[src/rtl/mod_index_sequencer_if.sv]
// Coordinate-stream bundle between the index sequencer and its controller/consumer.
// The master side is the sequencer; the slave side drives start/mode/ready.
interface mod_index_sequencer_if #(
  parameter int W = 3
) ();
  logic         start;
  logic         mode;
  logic         ready;
  logic         valid;
  logic [W-1:0] i_idx;
  logic [W-1:0] j_idx;
  logic [W-1:0] i_off;
  logic [W-1:0] i_inc;
  logic [W-1:0] i_dec;
  logic         last;
  logic         busy;
  logic         done;

  modport master (
    input  start, mode, ready,
    output valid, i_idx, j_idx, i_off, i_inc, i_dec, last, busy, done
  );

  modport slave (
    output start, mode, ready,
    input  valid, i_idx, j_idx, i_off, i_inc, i_dec, last, busy, done
  );
endinterface

[src/rtl/mod_index_sequencer.sv]
// Walks every (i, j) of an N x N lane grid, one coordinate per valid/ready handshake,
// with registered mod-N neighbours of i (i+OFFSET, i+1, i-1).
module mod_index_sequencer #(
  parameter int N      = 5,
  parameter int W      = 3,
  parameter int OFFSET = 2
) (
  input  logic                  clk,
  input  logic                  rst,
  mod_index_sequencer_if.master bus
);

  typedef enum logic [1:0] {IDLE, RUN, DONE} state_t;

  localparam logic [W-1:0] LAST_IDX = W'(N - 1);
  localparam logic [W-1:0] OFF_C    = W'(OFFSET);
  localparam logic [W-1:0] ONE_C    = W'(1);
  localparam logic [W:0]   N_C      = (W + 1)'(N);

  // Operands are both < N, so one conditional subtraction reduces the sum mod N.
  function automatic logic [W-1:0] mod_add(input logic [W-1:0] x, input logic [W-1:0] k);
    logic [W:0] s;
    s = {1'b0, x} + {1'b0, k};
    if (s >= N_C) s = s - N_C;
    return s[W-1:0];
  endfunction

  state_t       state_q, state_d;
  logic         mode_q, mode_d;
  logic         valid_q, valid_d;
  logic         busy_q, busy_d;
  logic         done_q, done_d;
  logic         last_q, last_d;
  logic [W-1:0] i_q, i_d;
  logic [W-1:0] j_q, j_d;
  logic [W-1:0] ioff_q, ioff_d;
  logic [W-1:0] iinc_q, iinc_d;
  logic [W-1:0] idec_q, idec_d;

  always_ff @(posedge clk or posedge rst) begin
    if (rst) begin
      state_q <= IDLE;
      mode_q  <= 1'b0;
      valid_q <= 1'b0;
      busy_q  <= 1'b0;
      done_q  <= 1'b0;
      last_q  <= 1'b0;
      i_q     <= '0;
      j_q     <= '0;
      ioff_q  <= OFF_C;
      iinc_q  <= ONE_C;
      idec_q  <= LAST_IDX;
    end else begin
      state_q <= state_d;
      mode_q  <= mode_d;
      valid_q <= valid_d;
      busy_q  <= busy_d;
      done_q  <= done_d;
      last_q  <= last_d;
      i_q     <= i_d;
      j_q     <= j_d;
      ioff_q  <= ioff_d;
      iinc_q  <= iinc_d;
      idec_q  <= idec_d;
    end
  end

  always_comb begin
    state_d = state_q;
    mode_d  = mode_q;
    valid_d = valid_q;
    busy_d  = busy_q;
    done_d  = 1'b0;
    last_d  = last_q;
    i_d     = i_q;
    j_d     = j_q;

    unique case (state_q)
      IDLE: begin
        if (bus.start) begin
          mode_d  = bus.mode;
          i_d     = '0;
          j_d     = '0;
          valid_d = 1'b1;
          busy_d  = 1'b1;
          last_d  = 1'b0;
          state_d = RUN;
        end
      end
      RUN: begin
        if (valid_q && bus.ready) begin
          if (last_q) begin
            valid_d = 1'b0;
            busy_d  = 1'b0;
            done_d  = 1'b1;
            state_d = DONE;
          end else begin
            if (!mode_q) begin
              i_d = mod_add(i_q, ONE_C);
              if (i_q == LAST_IDX) j_d = mod_add(j_q, ONE_C);
            end else begin
              j_d = mod_add(j_q, ONE_C);
              if (j_q == LAST_IDX) i_d = mod_add(i_q, ONE_C);
            end
            last_d = (i_d == LAST_IDX) && (j_d == LAST_IDX);
          end
        end
      end
      DONE: begin
        state_d = IDLE;
      end
      default: state_d = IDLE;
    endcase

    // Neighbours follow the next-state i so they register alongside it.
    ioff_d = mod_add(i_d, OFF_C);
    iinc_d = mod_add(i_d, ONE_C);
    idec_d = mod_add(i_d, LAST_IDX);
  end

  assign bus.valid = valid_q;
  assign bus.busy  = busy_q;
  assign bus.done  = done_q;
  assign bus.last  = last_q;
  assign bus.i_idx = i_q;
  assign bus.j_idx = j_q;
  assign bus.i_off = ioff_q;
  assign bus.i_inc = iinc_q;
  assign bus.i_dec = idec_q;

endmodule
[src/flat_wrapper.sv]
// flat-port wrapper written by rule: the top's interface ports become plain ports
module mod_index_sequencer_flat 
#(
  parameter int N      = 5,
  parameter int W      = 3,
  parameter int OFFSET = 2
)
  (clk, rst, bus_start, bus_mode, bus_ready, bus_valid, bus_i_idx, bus_j_idx, bus_i_off, bus_i_inc, bus_i_dec, bus_last, bus_busy, bus_done);
  mod_index_sequencer_if #(.W(W)) bus_i ();
  input  logic clk;
  input  logic rst;
  input wire logic [$bits(bus_i.start)-1:0] bus_start;
  input wire logic [$bits(bus_i.mode)-1:0] bus_mode;
  input wire logic [$bits(bus_i.ready)-1:0] bus_ready;
  output wire logic [$bits(bus_i.valid)-1:0] bus_valid;
  output wire logic [$bits(bus_i.i_idx)-1:0] bus_i_idx;
  output wire logic [$bits(bus_i.j_idx)-1:0] bus_j_idx;
  output wire logic [$bits(bus_i.i_off)-1:0] bus_i_off;
  output wire logic [$bits(bus_i.i_inc)-1:0] bus_i_inc;
  output wire logic [$bits(bus_i.i_dec)-1:0] bus_i_dec;
  output wire logic [$bits(bus_i.last)-1:0] bus_last;
  output wire logic [$bits(bus_i.busy)-1:0] bus_busy;
  output wire logic [$bits(bus_i.done)-1:0] bus_done;
  assign bus_i.start = bus_start;
  assign bus_i.mode = bus_mode;
  assign bus_i.ready = bus_ready;
  assign bus_valid = bus_i.valid;
  assign bus_i_idx = bus_i.i_idx;
  assign bus_j_idx = bus_i.j_idx;
  assign bus_i_off = bus_i.i_off;
  assign bus_i_inc = bus_i.i_inc;
  assign bus_i_dec = bus_i.i_dec;
  assign bus_last = bus_i.last;
  assign bus_busy = bus_i.busy;
  assign bus_done = bus_i.done;
  mod_index_sequencer #(.N(N), .W(W), .OFFSET(OFFSET)) u_core (.clk(clk), .rst(rst), .bus(bus_i));
endmodule
[config.mk]
export PLATFORM = sky130hd
export DESIGN_NAME = mod_index_sequencer_flat
export DESIGN_NICKNAME = d
export VERILOG_FILES = /design/src/rtl/mod_index_sequencer_if.sv /design/src/rtl/mod_index_sequencer.sv /design/src/flat_wrapper.sv
export SDC_FILE = /design/constraint.sdc
export NUM_CORES = 1
export LEC_CHECK = 0
export BUFFER_PORTS_ARGS = -buffer_cell sky130_fd_sc_hd__buf_4
export CORE_AREA = 2 2 79 43
export DETAILED_ROUTE_END_ITERATION = 10
export DIE_AREA = 0 0 81 45
export PLACE_DENSITY = 0.67
export REMOVE_ABC_BUFFERS = 1
export SLEW_MARGIN = 20
export SYNTH_ARGS = -nofsm -noshare
export SYNTH_HDL_FRONTEND = slang
export SYNTH_SLANG_ARGS = --single-unit
[constraint.sdc]
create_clock -name clk -period 3.9 [get_ports clk]
set_clock_uncertainty 0.2 [all_clocks]
set_input_delay 0.975 -clock clk [delete_from_list [all_inputs] [get_ports clk]]
set_output_delay 0.975 -clock clk [all_outputs]
set_load 0.05 [all_outputs]
==> reports/results.ini, run 1 <==
[yosys]
yosys-top-cells-count = 18 x dfrtp_1, 12 x ha_1, 11 x inv_1
synth_seq_cells = 21
ys.flop_type = dfrtp_1
synth_area_leaders = dfrtp_1 32%, ha_1 11%, dfstp_2 5.6%, a21oi_1 3.2%, xnor2_1 3.1%
synth-async-reset-ratio = 1.000
ys_types = 53
syn_area_mm2 = 0.001413
syn-instance-count = 134
yosysTopAreaCellShare = 0.3189
synth_seq_area_share = 0.3747
synth.most_common_cell = dfrtp_1
synth.avg_cell_area_um2 = 10.54
yosysWarnings = 0
yosys.area.top_type = dfrtp_1
synth-edff-count = 0

[floorplan]
num_io_pins = 24
die_x_um = 81
start_util = 0.4858
fp.dieH_um = 45
core-area_mm2 = 0.002908
rows = 14
die_area_mm2 = 0.003645

[routing]
ant_nets = 0
via_per_inst = 5.345
dr_total_vias = 1053
dr.pass1.iters = 4
drt_iter0_markers = 79
drc = 0
routed_wl_mm = 2.606
avgRoutedWirePerCell_um = 13.23

[critical_path]
cp_data_required_time_ns = 3.85
cp_data_arrival_time_ns = 3.26
slowest_stage = dfrtp_1
setup.worst_path.end_class = flip-flop
cp_cell_sequence = inv_1, ha_1, a21oi_1, a31oi_2, o311ai_2, o31ai_4, ha_1, or3_1, o22a_1, o211ai_2, o21ai_4, xor2_1
crit_fanout = 8
crit_top_cell = ha_1
slowest_delay_ns = 0.54
crit_type = flip-flop to flip-flop
startpoint_type = flip-flop

[sta]
finalCritPeriodShare = 0.8491
fmax_ghz = 0.3020
worst_pin_slew_ns = 0.8151
final.setup.tns_ns = 0
rsz0062_at_grt = no
hold_viol = 0
post-route-min-period_ns = 3.312
setup_viol = 0
drv_slew = 0
max_slew_margin = 0.4560
whs_ns = 0.3606

[clocking]
cts_resized = 0
cts_tree = yes
cts_buffers = 3
hold_buffers = 0
insertion_delay_ns = 0.26
cts.sinks = 21
ctsRootBufferMaster = clkbuf_8
cts_setup_buffers = 0
htree_num_levels = 1
clock_path_buffers = 2
clk_pin_slew_worst_paths_ns = 0.08

[cells_and_area]
fin_nets = 176
fill_cells = 274
area_growth_pct = 17.01
drive_gt1_frac = 0.2994
antenna_cells = 0

[flow_run]
max_cap_violations = 0

[placed_design]
port_buffers = 23
place.detailed.hpwl_mm = 1.944
place_congestion = 0.8122

[global_route]
gr-total-overflow = 0
grt_max_degree = 22
grt_pass1_wl_mm = 4.498
grt_pass1_vias = 991
antenna_found_initial = 0
track_usage = 0.1633

[hold_path]
hp-class = flip-flop to flip-flop

[status]
status = finished, final reports clean

==> registers in the layout, indices dropped and copies added, names as in the netlist <==
name / flops
u_core.bus.i_idx: 3
u_core.mode_q: 1
u_core.bus.j_idx: 3
u_core.bus.i_off: 3
u_core.bus.done: 1
u_core.state_q: 2
u_core.bus.i_dec: 3
u_core.bus.i_inc: 3
u_core.bus.last: 1
u_core.bus.valid: 1
==> path summary, 6_finish.rpt <==
check / depth (start not counted) / endpoint / start / slack (ns)
min in group asynchronous: 2 / u_core.bus.i_dec[0] / rst / 0.67
max reg2reg: 12 / u_core.bus.i_inc[1] / u_core.bus.i_idx[0] / 0.59
max: 12 / u_core.bus.i_inc[1] / u_core.bus.i_idx[0] / 0.59
max in group asynchronous: 2 / u_core.bus.valid / rst / 2.32
min: 1 / u_core.mode_q / u_core.mode_q / 0.36
min reg2reg: 1 / u_core.mode_q / u_core.mode_q / 0.36
==> metal layers <==
| metal | vias to the layer above | track usage | share of wire |
|---|---|---|---|
| met5 | - | 0 | 0 |
| met4 | 0 | 0.05085 | 0.010 |
| met3 | 2 | 0.04000 | 0.051 |
| met2 | 21 | 0.2545 | 0.45 |
| met1 | 505 | 0.2281 | 0.49 |
| li1 | 525 | - | - |
==> placed cells by master, fill, tap and decap left out, types with 2 or more instances in the layout <==
| master | instances |
|---|---|
| buf_4 | 23 |
| dfrtp_1 | 18 |
| ha_1 | 12 |
| inv_1 | 11 |
| a21oi_1 | 9 |
| nand2_1 | 7 |
| o21ai_0 | 6 |
| nand3_1 | 5 |
| xnor2_1 | 5 |
| nor2_1 | 4 |
| mux2i_1 | 3 |
| clkbuf_8 | 3 |
| dfstp_2 | 3 |
| or2_1 | 2 |
| o311ai_2 | 2 |
| nand2b_1 | 2 |
| o21ai_1 | 2 |
| nand3b_1 | 2 |
| o211ai_1 | 2 |
| xor2_1 | 2 |
| and4_1 | 2 |
==> stage by stage <==
step,utilization,setup slack (ns),cell area [µm²],std cells
after floorplan,-,0.4306,1384,130
after global placement,0.5525,0.5155,1607,193
after detailed placement,0.5525,0.4465,1607,193
after CTS,0.5684,0.5784,1653,197
after global routing,0.5684,0.3375,1653,197
final,0.5684,0.5884,1653,197
==> critical path, delay by kind of cell, from the launching register on <==
family,cells,cell delay [ns]
AND/OR/NAND/NOR,1,0.39
AO/OA/AOI/OAI,7,1.21
adder cells (fa/ha/maj),2,0.56
buffers and inverters,1,0.14
XOR/XNOR,1,0.15
flip-flops,1,0.54
==> layout make-up <==
cell class	count	area, µm²	area share
clock inverters	1	5.005	0.003028
well taps	40	50.05	0.03028
inverters	12	45.04	0.02725
repair buffers	23	172.7	0.1045
clock buffers	3	41.29	0.02498
flip-flops and latches	21	529.3	0.3202
multi-input cells	97	809.5	0.4898
==> cells by family (layout without fill, tap and decap cells) <==
logic type,count (synthesis),after routing,share of synthesized area
simple gates,33,33,0.1382
buf+inv,16,39,0.05226
flops,21,21,0.3747
xor+xnor,7,7,0.04340
fa+ha+maj,13,13,0.1205
mux,5,5,0.03986
compound gates,39,39,0.2312
Power of run 1 is left out: the tool's default activity adds up to more than one toggle a clock period on the data nets, which glitch-free logic cannot reach.
==> run 2, diff against run 1 <==
- ABC_AREA: unset -> 1
- CORE_AREA: 2 2 79 43 -> 2 2 78 43
- DIE_AREA: 0 0 81 45 -> 0 0 80 45
- PLACE_DENSITY: 0.67 -> 0.69
- clock period: 3.9 -> 3 ns (I/O delays scaled with it)
==> reports/results.ini, run 2 <==
[clocking]
htree_num_levels = 1  ; unchanged
clk_pin_slew_worst_paths_ns = 0.08  ; about the same
ctsRootBufferMaster = clkbuf_8  ; unchanged
cts_buffers = 3  ; unchanged
clock_path_buffers = 2  ; unchanged
insertion_delay_ns = 0.26  ; about the same
cts_setup_buffers = 0  ; unchanged
cts.sinks = 21  ; unchanged
cts_tree = yes  ; unchanged

[sta]
drv_slew = 0  ; unchanged
hold_viol = 0  ; unchanged
finalCritPeriodShare = 0.9251  ; was 0.8491
max_slew_margin = 0.4779  ; was 0.4560
rsz0062_at_grt = no  ; unchanged
fmax_ghz = 0.3603  ; was 0.3020 GHz
setup_viol = 0  ; unchanged
worst_pin_slew_ns = 0.7822  ; was 0.8151 ns
post-route-min-period_ns = 2.775  ; was 3.312 ns
final.setup.tns_ns = 0  ; unchanged

[critical_path]
setup.worst_path.end_class = flip-flop  ; unchanged
slowest_delay_ns = 0.47  ; was 0.54 ns
crit_top_cell = nand2_1  ; was ha_1
critical_path_buf_inv_count = 3  ; was 1
crit_type = flip-flop to flip-flop  ; unchanged
startpoint_type = flip-flop  ; unchanged
slowest_stage = fa_1  ; was dfrtp_1
crit_fanout = 5  ; was 8
crit_family = adder cells  ; was compound AO/OA/AOI/OAI gates
cp_data_arrival_time_ns = 2.76  ; was 3.26 ns
cp_cell_sequence = inv_1, ha_1, xnor2_1, nand2_1, nand2_1, nand2_1, nand2_1, o21ai_2, inv_1, fa_1, inv_1, nor2_1, a21oi_2, xor2_1  ; was inv_1, ha_1, a21oi_1, a31oi_2, o311ai_2, o31ai_4, ha_1, or3_1, o22a_1, o211ai_2, o21ai_4, xor2_1
cp_data_required_time_ns = 2.99  ; was 3.85 ns

[yosys]
yosysTopAreaCellShare = 0.3270  ; was 0.3189
synth_seq_cells = 21  ; unchanged
synth_area_leaders = dfrtp_1 33%, nand2_1 13%, ha_1 11%, dfstp_2 5.7%, nand2_2 5.4%  ; was dfrtp_1 32%, ha_1 11%, dfstp_2 5.6%, a21oi_1 3.2%, xnor2_1 3.1%
syn-instance-count = 171  ; was 134
yosys.area.top_type = dfrtp_1  ; unchanged
yosysWarnings = 0  ; unchanged
syn_area_mm2 = 0.001378  ; was 0.001413 mm²
synth-async-reset-ratio = 1.000  ; unchanged
ys.flop_type = dfrtp_1  ; unchanged
ys_types = 27  ; was 53
synth.avg_cell_area_um2 = 8.056  ; was 10.54 µm²
synth-edff-count = 0  ; unchanged
yosys-top-cells-count = 49 x nand2_1, 19 x inv_1, 18 x dfrtp_1  ; was 18 x dfrtp_1, 12 x ha_1, 11 x inv_1
synth.most_common_cell = nand2_1  ; was dfrtp_1
synth_seq_area_share = 0.3842  ; was 0.3747

[flow_run]
max_cap_violations = 0  ; unchanged

[global_route]
grt_pass1_wl_mm = 4.899  ; was 4.498 mm
grt_pass1_vias = 1059  ; was 991
grt_max_degree = 22  ; unchanged
antenna_found_initial = 0  ; unchanged
track_usage = 0.1783  ; was 0.1633
gr-total-overflow = 0  ; unchanged

[status]
status = finished, final reports clean  ; unchanged

[routing]
via_per_inst = 4.704  ; was 5.345
ant_nets = 0  ; unchanged
drc = 0  ; unchanged
dr.pass1.iters = 4  ; unchanged
drt_iter0_markers = 98  ; was 79
avgRoutedWirePerCell_um = 12.01  ; was 13.23 µm
routed_wl_mm = 2.882  ; was 2.606 mm
dr_total_vias = 1129  ; was 1053

[hold_path]
hp-class = flip-flop to flip-flop  ; unchanged

[cells_and_area]
layout_commonest_cell = nand2_1  ; was buf_4
drive_gt1_frac = 0.3150  ; was 0.2994
fin_util = 0.5806  ; was 0.5684
multi_input_area_um2 = 732.0  ; was 809.5 µm²
final-seq-area_um2 = 529.3  ; unchanged
layout_common_cells = 49 x nand2_1, 26 x buf_4, 19 x inv_1  ; was 23 x buf_4, 18 x dfrtp_1, 12 x ha_1
final_area_mm2 = 0.001668  ; was 0.001653 mm²
antenna_cells = 0  ; unchanged
fin_nets = 219  ; was 176
area_growth_pct = 21.07  ; was 17.01%
fill_cells = 254  ; was 274

[floorplan]
die_x_um = 80  ; was 81 µm
rows = 14  ; unchanged
start_util = 0.4795  ; was 0.4858
core-area_mm2 = 0.002873  ; was 0.002908 mm²
die_area_mm2 = 0.003600  ; was 0.003645 mm²
fp.dieH_um = 45  ; unchanged
num_io_pins = 24  ; unchanged

[placed_design]
placed_area_mm2 = 0.001615  ; was 0.001607 mm²
place.detailed.hpwl_mm = 2.309  ; was 1.944 mm
port_buffers = 23  ; unchanged
place_congestion = 0.9160  ; was 0.8122

-- run 2: final cells by class --
cell class,instances,share of cell area
multi-input combinational,121,0.4389
sequential,21,0.3173
timing repair buffer,26,0.1170
inverter,28,0.06752
tap,40,0.03001
clock buffer,3,0.02476
clock inverter,1,0.004501
-- run 2: routing by layer --
metal	part of all wire	global-route usage	vias up
met5	0	0	-
met4	0	0.03051	0
met3	0.073	0.04200	0
met2	0.42	0.2667	36
met1	0.50	0.2687	505
li1	-	-	588
-- run 2: worst paths after layout --
check                                    startpoint  slack (ns)  cells after the start                  end
worst max register to register  u_core.bus.i_idx[1]        0.22                     14  u_core.bus.i_off[0]
worst min-delay path                u_core.bus.last        0.37                      2      u_core.bus.done
worst min register to register      u_core.bus.last        0.37                      2      u_core.bus.done
max in group asynchronous                       rst        1.68                      2      u_core.bus.last
worst max-delay path            u_core.bus.i_idx[1]        0.22                     14  u_core.bus.i_off[0]
min in group asynchronous                       rst        0.43                      2  u_core.bus.i_off[0]
-- run 2: tightest hold or removal path: stages, from the launching register on --
cell and delay (ns):
dfrtp_1 0.36, inv_2 0.08, nor2_1 0.10
-- run 2: through the flow --
step | hold slack, ns | setup WS [ns] | instances
finish | 0.3731 | 0.2246 | 240
global route | 0.4024 | 0.04586 | 240
CTS | 0.3789 | 0.1481 | 240
detailed placement | 0.3582 | 0.1924 | 236
global placement | 0.3447 | 0.2328 | 236
floorplan | 0.3731 | -0.1323 | 170
-- run 2: timing repair --
action,CTS,global route
hold buffers,0,0
setup endpoints to repair,0,3
gates resized for setup,0,1
-- run 2: kinds of logic after synthesis --
| family | after synthesis | share of synthesized area |
|---|---|---|
| and+or+nand+nor | 90 | 0.3215 |
| buffers and inverters | 29 | 0.08720 |
| DFF | 21 | 0.3842 |
| AOI/OAI and AO/OA | 15 | 0.06448 |
| adders and majority gates | 13 | 0.1235 |
| xor gates and xnor gates | 3 | 0.01908 |
Power of run 2 is left out for the same reason.
